==> src/rtl/tohost_store_responder.sv <==
// Claims stores to the tohost doubleword, buffers them in a small FIFO and streams them LSB-byte first.
// Also decodes the end-of-test word into sticky done/pass/fail_code status.
module tohost_store_responder #(
  parameter logic [63:0] TOHOST_ADDR = 64'h0000_0000_0000_1000,
  parameter int          FIFO_DEPTH  = 4
) (
  input  logic        clk,
  input  logic        rst,
  input  logic        mem_write,
  input  logic [63:0] mem_addr,
  input  logic [63:0] mem_wdata,
  output logic        tx_valid,
  output logic [7:0]  tx_data,
  input  logic        tx_ready,
  output logic        done,
  output logic        pass,
  output logic [62:0] fail_code,
  output logic        overflow,
  output logic [15:0] word_count
);

  localparam int PW = $clog2(FIFO_DEPTH);
  localparam int CW = PW + 1;
  localparam logic [PW-1:0] PTR_ONE = PW'(1);
  localparam logic [CW-1:0] CNT_ONE = CW'(1);
  localparam logic [CW-1:0] DEPTH_C = CW'(FIFO_DEPTH);

  typedef enum logic {IDLE, SEND} state_t;

  state_t        state_q, state_d;
  logic [63:0]   shift_q, shift_d;
  logic [2:0]    idx_q, idx_d;
  logic [63:0]   fifo_q [FIFO_DEPTH];
  logic [PW-1:0] wr_ptr_q, wr_ptr_d;
  logic [PW-1:0] rd_ptr_q, rd_ptr_d;
  logic [CW-1:0] count_q, count_d;
  logic          done_q, done_d;
  logic          pass_q, pass_d;
  logic [62:0]   fail_code_q, fail_code_d;
  logic          overflow_q, overflow_d;
  logic [15:0]   word_count_q, word_count_d;

  logic match, capture, full, not_empty, push, pop;

  assign match     = mem_write && (mem_addr[63:3] == TOHOST_ADDR[63:3]);
  assign capture   = match && !done_q;
  // Full is judged on the pre-edge count, so a same-cycle pop never makes room.
  assign full      = (count_q == DEPTH_C);
  assign not_empty = (count_q != '0);
  assign push      = capture && !full;

  always_comb begin
    state_d  = state_q;
    shift_d  = shift_q;
    idx_d    = idx_q;
    pop      = 1'b0;
    case (state_q)
      IDLE: begin
        if (not_empty) begin
          pop     = 1'b1;
          shift_d = fifo_q[rd_ptr_q];
          idx_d   = 3'd0;
          state_d = SEND;
        end
      end
      SEND: begin
        if (tx_ready) begin
          if (idx_q != 3'd7) begin
            shift_d = {8'h00, shift_q[63:8]};
            idx_d   = idx_q + 3'd1;
          end else if (not_empty) begin
            pop     = 1'b1;
            shift_d = fifo_q[rd_ptr_q];
            idx_d   = 3'd0;
          end else begin
            state_d = IDLE;
          end
        end
      end
      default: state_d = IDLE;
    endcase
  end

  always_comb begin
    wr_ptr_d     = push ? wr_ptr_q + PTR_ONE : wr_ptr_q;
    rd_ptr_d     = pop ? rd_ptr_q + PTR_ONE : rd_ptr_q;
    count_d      = count_q;
    if (push && !pop) begin
      count_d = count_q + CNT_ONE;
    end else if (pop && !push) begin
      count_d = count_q - CNT_ONE;
    end
    done_d       = done_q;
    pass_d       = pass_q;
    fail_code_d  = fail_code_q;
    overflow_d   = overflow_q || (capture && full);
    word_count_d = word_count_q;
    if (push) begin
      if (word_count_q != 16'hFFFF) begin
        word_count_d = word_count_q + 16'd1;
      end
      if (mem_wdata[0]) begin
        done_d      = 1'b1;
        pass_d      = (mem_wdata[63:1] == 63'd0);
        fail_code_d = mem_wdata[63:1];
      end
    end
  end

  always_ff @(posedge clk) begin
    if (!rst) begin
      state_q      <= IDLE;
      shift_q      <= '0;
      idx_q        <= '0;
      wr_ptr_q     <= '0;
      rd_ptr_q     <= '0;
      count_q      <= '0;
      done_q       <= 1'b0;
      pass_q       <= 1'b0;
      fail_code_q  <= '0;
      overflow_q   <= 1'b0;
      word_count_q <= '0;
    end else begin
      state_q      <= state_d;
      shift_q      <= shift_d;
      idx_q        <= idx_d;
      wr_ptr_q     <= wr_ptr_d;
      rd_ptr_q     <= rd_ptr_d;
      count_q      <= count_d;
      done_q       <= done_d;
      pass_q       <= pass_d;
      fail_code_q  <= fail_code_d;
      overflow_q   <= overflow_d;
      word_count_q <= word_count_d;
    end
  end

  // Storage needs no reset; the pointers and count define what is valid.
  always_ff @(posedge clk) begin
    if (push) begin
      fifo_q[wr_ptr_q] <= mem_wdata;
    end
  end

  assign tx_valid   = (state_q == SEND);
  assign tx_data    = shift_q[7:0];
  assign done       = done_q;
  assign pass       = pass_q;
  assign fail_code  = fail_code_q;
  assign overflow   = overflow_q;
  assign word_count = word_count_q;

endmodule

==> config.mk <==
export PLATFORM = sky130hd
export DESIGN_NAME = tohost_store_responder
export DESIGN_NICKNAME = d
export VERILOG_FILES = /design/src/rtl/tohost_store_responder.sv
export SDC_FILE = /design/constraint.sdc
export NUM_CORES = 1
export LEC_CHECK = 0
export BUFFER_PORTS_ARGS = -buffer_cell sky130_fd_sc_hd__buf_2
export CAP_MARGIN = 20
export CORE_MARGIN = 4
export CORE_UTILIZATION = 52
export CTS_BUF_LIST = sky130_fd_sc_hd__clkbuf_4 sky130_fd_sc_hd__clkbuf_8 sky130_fd_sc_hd__clkbuf_16
export CTS_CLUSTER_DIAMETER = 150
export CTS_CLUSTER_SIZE = 28
export DETAILED_ROUTE_END_ITERATION = 12
export PLACE_DENSITY = 0.73
export SYNTH_ARGS = -nofsm -noshare
export SYNTH_HDL_FRONTEND = slang
export SYNTH_SLANG_ARGS = --single-unit
==> constraint.sdc <==
create_clock -name clk -period 4 [get_ports clk]
set_input_delay 0.2 -clock clk [delete_from_list [all_inputs] [get_ports clk]]
set_output_delay 0.2 -clock clk [all_outputs]
set_load 0.01 [all_outputs]
# Yosys cells after proc, flatten, opt, wreduce, memory -nomap -nowiden
# Memories as Yosys holds them, arrays and structs flattened. A register that Yosys moved wholly into a read port is not among the register bits.
# Index checks and enable logic that the tools add are counted.
[op_classes] mux=21 n_eq_ne=5 bitwise_logic=1 n_addsub=6 n_reduce_logical=16
[op_table] cell="two-way mux 64 bit" count=3
[op_table] cell="one-hot mux 64 bit (2 select lines)" count=1
[op_table] cell="logical NOT 63 bit" count=1
[op_table] cell="equality test 61 x 10 -> 1 bit, second input constant" count=1
[op_table] cell="adder 16 x 1 -> 16 bit, second input constant" count=1
[op_table] cell="inequality test 16 bit, second input constant" count=1
[op_table] cell="two-way mux 3 bit" count=5
[op_table] cell="two-way mux 1 bit" count=7
[op_table] cell="adder 3 x 1 -> 3 bit, second input constant" count=2
[op_table] cell="logical AND 1 bit" count=6
[op_table] cell="one-hot mux 3 bit (2 select lines)" count=1
[op_table] cell="adder 2 x 1 -> 2 bit, second input constant" count=2
[op_table] cell="logical NOT 1 bit" count=4
[op_table] cell="two-way mux 2 bit" count=2
[op_table] cell="one-hot mux 1 bit (2 select lines)" count=2
[op_table] cell="AND reduction 2 bit" count=2
[op_table] cell="equality test 3 bit, second input constant" count=1
[op_table] cell="inequality test 3 bit, second input constant" count=1
[op_table] cell="nonzero test 3 bit" count=1
[op_table] cell="subtractor 3 x 1 -> 3 bit, second input constant" count=1
[op_table] cell="inequality test 2 bit, second input constant" count=1
[op_table] cell="nonzero test 2 bit" count=1
[op_table] cell="logical OR 1 bit" count=1
[op_table] cell="inverter 1 bit" count=1
[totals] regBits=157 ramBits=256 out_inout_bits=91 n_memories=1 word_cells=61 in_bits=132
[memory_table] name="fifo_q" depth=4 width=64 read_ports=1 rd_clocked_by_memory_dff=1 wr=1 line="33" text="logic [63:0] fifo_q [FIFO_DEPTH];"

# Logic depth before layout (Yosys ltp)
[depth] word_depth=8 depth_mapped=12 mapped_depth_nobuf=11

# Worst setup path before layout
# No wires, ideal clock.
[synth_timing] path_type="register -> register" start="reg done_q (netlist: done)" end="reg count_q[2]" path_stages_with_launch=12 setup_slack_ps=1403 setup_ps=70 required_ps=3930 arrival_ps=2527 synth_period_minus_slack_ps=2597 path_buffers=1 cell_sequence="dfxtp_1 nor4_1 nand4_1 nor3_4 and2_2 clkbuf_1 ha_1 inv_1 fa_1 xor2_1 or3_1 a21oi_1"
[synth_via] elab_chain_len=6 word_cells_on_any_way=8 classes_between="mux (1); reduce/logical (7)"
[synth_rtl] item="start, declared" line="37" text="logic done_q, done_d;"
[synth_rtl] item="start signal, assigned" line="130" text="done_q <= done_d;"
[synth_rtl] item="logical NOT 1 bit (*)" line="46" text="assign capture = match && !done_q;"
[synth_rtl] item="logical AND 1 bit (*)" line="46"
[synth_rtl] item="logical AND 1 bit (*)" line="50" text="assign push = capture && !full;"
[synth_rtl] item="named net push" line="43" text="logic match, capture, full, not_empty, push, pop;"
[synth_rtl] item="logical NOT 1 bit" line="90" text="end else if (pop && !push) begin"
[synth_rtl] item="logical AND 1 bit" line="90"
[synth_rtl] item="nonzero test 2 bit (no source line)"
[synth_rtl] item="end signal, assigned" line="129" text="count_q <= count_d;"
[synth_rtl] item="end, declared" line="36" text="logic [CW-1:0] count_q, count_d;"
# Mark *: on every way through the listed nets, which the timed path passes. The rest lies on a longest branch.
# A chain may end at the register's enable or synchronous reset.

# Final worst setup path
[layout_timing] start="reg done_q (netlist: done)" end="reg count_q[2]"
[layout_via] elab_chain_len=6 word_cells_on_any_way=8 classes_between="mux (1); reduce/logical (7)"
[layout_rtl] item="logical NOT 1 bit (*)" line="46"
[layout_rtl] item="logical AND 1 bit (*)" line="46"
[layout_rtl] item="logical AND 1 bit (*)" line="50"
[layout_rtl] item="logical NOT 1 bit" line="90"
[layout_rtl] item="logical AND 1 bit" line="90"
[layout_rtl] item="nonzero test 2 bit (no source line)"
# Every way passes the cells marked *; elsewhere a longest branch is shown, timed or not.

==> flow_summary_export.csv <==
group,metric,value,unit
synth,synth_area,15700,µm²
global_route,grt_max_degree,67,
sta,setup_viol,0,
setup_path,path_cells,"nor4_1 > nand4_1 > nor3_4 > and2_2 > ha_1 > inv_1 > fa_1 > xor2_1 > or3_1 > a21oi_1",
global_route,grt_pass1_wl,57000,µm
status,outcome,"completed",
clock_tree,path_clk_slew,0.10,ns
floorplanning,start_util,52.8,%
setup_path,cp_max_fo,14,
place,gp_congestion,0.789,
sta,clock_skew,0.0143,ns
sta,rsz0062_at_grt,"no",
setup_path,slowest_stage,"nor3_4",
synth,postSynthCellCount,1116,
layout,diodes,0,
layout,fin_util,61.7,%
pwr,cellLeakagePower,0.00640,µW
sta,hold_viol,0,
sta,min_period,2.97,ns
sta,post-route-period-util,74.2,%
route,wirelength,36600,µm
floorplanning,die_y,182,µm
layout,nets,1501,
synth,synth_edf_count,256,
synth,yosysWarnings,0,
place,port_buffers,219,
sta,relSlewSlack,44.0,%
synth,async_reset_ff_share,0,%
clock_tree,htree_levels,1,
clock_tree,cts_max_path_buffers,3,
layout,areaGrowthSynthToFinish,16.9,%
clock_tree,ctsRootBufferMaster,"clkbuf_16",
clock_tree,cts_sinks,415,
synth,syn_nets,1257,
global_route,grt_pass1_vias,10100,
global_route,grt.overflow.total,0,
sta,max_freq,337,MHz
place,dpl_worst_slack,1.00,ns
setup_path,cpPeakStageDelay,0.52,ns
floorplanning,die_w,182,µm
setup_path,required,4.46,ns
clock_tree,insertion_delay,0.53,ns
pwr,peakVddDrop,0.233,mV
layout,design_area,18300,µm²
setup_path,crit_type,"reg -> reg",
global_route,antenna_found_initial,1,
route,ant_nets,0,
layout,final_cell_mix,"edfxtp_1 (256), buf_2 (219), dfxtp_1 (157)",
synth,synth_area_per_cell,14.1,µm²
setup_path,cp-end-kind,"flop",
synth,synthFlopType,"edfxtp_1",
sta,worst_slack,1.03,ns
route,drtIter0Drc,830,
synth,ys_seq_area_share,69.3,%
synth,ys_types,52,
setup_path,critPathLaunchType,"flop",
flow_run,maxCapViolCount,0,
sta,drv_slew,0,
setup_path,worst_ep_arrival_time,3.43,ns
route,drc,0,
sta,tightest_slew,0.833,ns
synth,ys_ff_latch,415,
floorplanning,core_area,29700,µm²
worst_hold_path,hold_class,"in -> reg",
floorplanning,dieArea,33000,µm²
clock_tree,cts_tree,"done",
route,via_per_inst,5.85,
place,dpl.hpwl,22500,µm
layout,drive_gt1_share,25.7,%
global_route,grt.total_usage,21.7,%
sta,tns,0,ns
route,vias,10300,
clock_tree,cts_made_buffers,18,
route,dr.pass1.iters,5,
pwr,power.density,379,nW/µm²
layout,layout_commonest_cell,"edfxtp_1",
floorplanning,rows,63,
route,wire_per_inst,20.8,µm
place,place_area,17100,µm²
floorplanning,ios,223,
cells by family (layout without fill, tap and decap cells):
| family | after synthesis | after routing | synth area share (%) |
|---|---|---|---|
| XOR/XNOR | 9 | 9 | 0.503 |
| AO/OA/AOI/OAI | 262 | 262 | 9.17 |
| flip-flops | 415 | 415 | 69.3 |
| multiplexers | 67 | 67 | 9.38 |
| buffers and inverters | 91 | 345 | 2.75 |
| adder cells (fa/ha/maj) | 9 | 9 | 0.766 |
| AND/OR/NAND/NOR | 263 | 263 | 8.11 |
registers in the layout (all words and copies together), names as in the netlist, 2 cells and up, named ones only:
name,flops
count_q,3
fail_code,63
fifo_q,256
idx_q,3
rd_ptr_q,2
shift_q,64
word_count,16
wr_ptr_q,2
stage by stage:
step,std cells,hold WS (ns),total power [µW]
6_report,1760,0.182,6950
4_1_cts,1760,0.160,6990
5_1_grt,1760,0.195,7170
2_1_floorplan,1116,0.299,4660
3_5_place_dp,1665,0.440,4780
3_3_place_gp,1665,0.435,4780
report_power, final:
part           total, µW  internal, µW  switching (µW)
Clock               2210           966            1240
Combinational        211          95.6             115
Sequential          4530          4530         0.00115
Total               6950          5590            1360
worst max-delay path, delay by kind of cell (launching register included):
| kind | cells | cell delay, ns |
|---|---|---|
| flip-flops | 1 | 0.34 |
| buffers and inverters | 1 | 0.06 |
| AO/OA/AOI/OAI | 1 | 0.14 |
| XOR/XNOR | 1 | 0.16 |
| adder cells (fa/ha/maj) | 2 | 0.57 |
| AND/OR/NAND/NOR | 5 | 1.64 |
Yosys cell counts (9+ instances only):
cell type  number  area, µm²
edfxtp_1      256       7690
buf_2           9       45.0
clkbuf_1       52        195
dfxtp_1       159       3180
nand2_1       133        499
nor2_1         36        135
nand3_1         9       45.0
nor4_1         29        181
o21ai_0        63        315
a21oi_1       121        606
mux4_2         64       1440
nand4_1        11       68.8
buf_4          16        120
o22ai_1        56        350
what timing repair did:
item | in CTS | in global routing
gates resized for setup | 0 | 0
hold buffers | 65 | 0
hold endpoints to repair | 319 | 0
setup buffers | 0 | 0
metal layers:
metal  global-route usage [%]  wire, µm  vias up  share of wire, %
met5                        0        13        -             0.036
met4                     4.68       690        2               1.9
met1                     29.8     14700     5079                40
met3                     3.67      2830       47               7.7
li1                         -         -     4732                 -
met2                     36.7     18400      442                50
final cells by class:
cell class | instances | area, µm²
fillers | 2235 | 11400
flip-flops and latches | 415 | 10900
multi-input cells | 610 | 4400
repair buffers | 306 | 1970
clock buffers | 29 | 551
well taps | 390 | 488
inverters | 9 | 33.8
clock inverters | 1 | 7.51
final timing paths:
kind,to,depth (start not counted),startpoint,slack [ns]
setup / recovery,count_q[2]$_SDFFE_PN0P_,10,done$_SDFFE_PN0P_,1.03
hold / removal,overflow$_SDFF_PN0_,6,mem_addr[41],0.18
setup reg to reg,count_q[2]$_SDFFE_PN0P_,10,done$_SDFFE_PN0P_,1.03
hold reg to reg,fail_code[12]$_SDFFE_PN0P_,2,fail_code[12]$_SDFFE_PN0P_,0.45
Note: power is estimated with default switching activity, not from simulation.
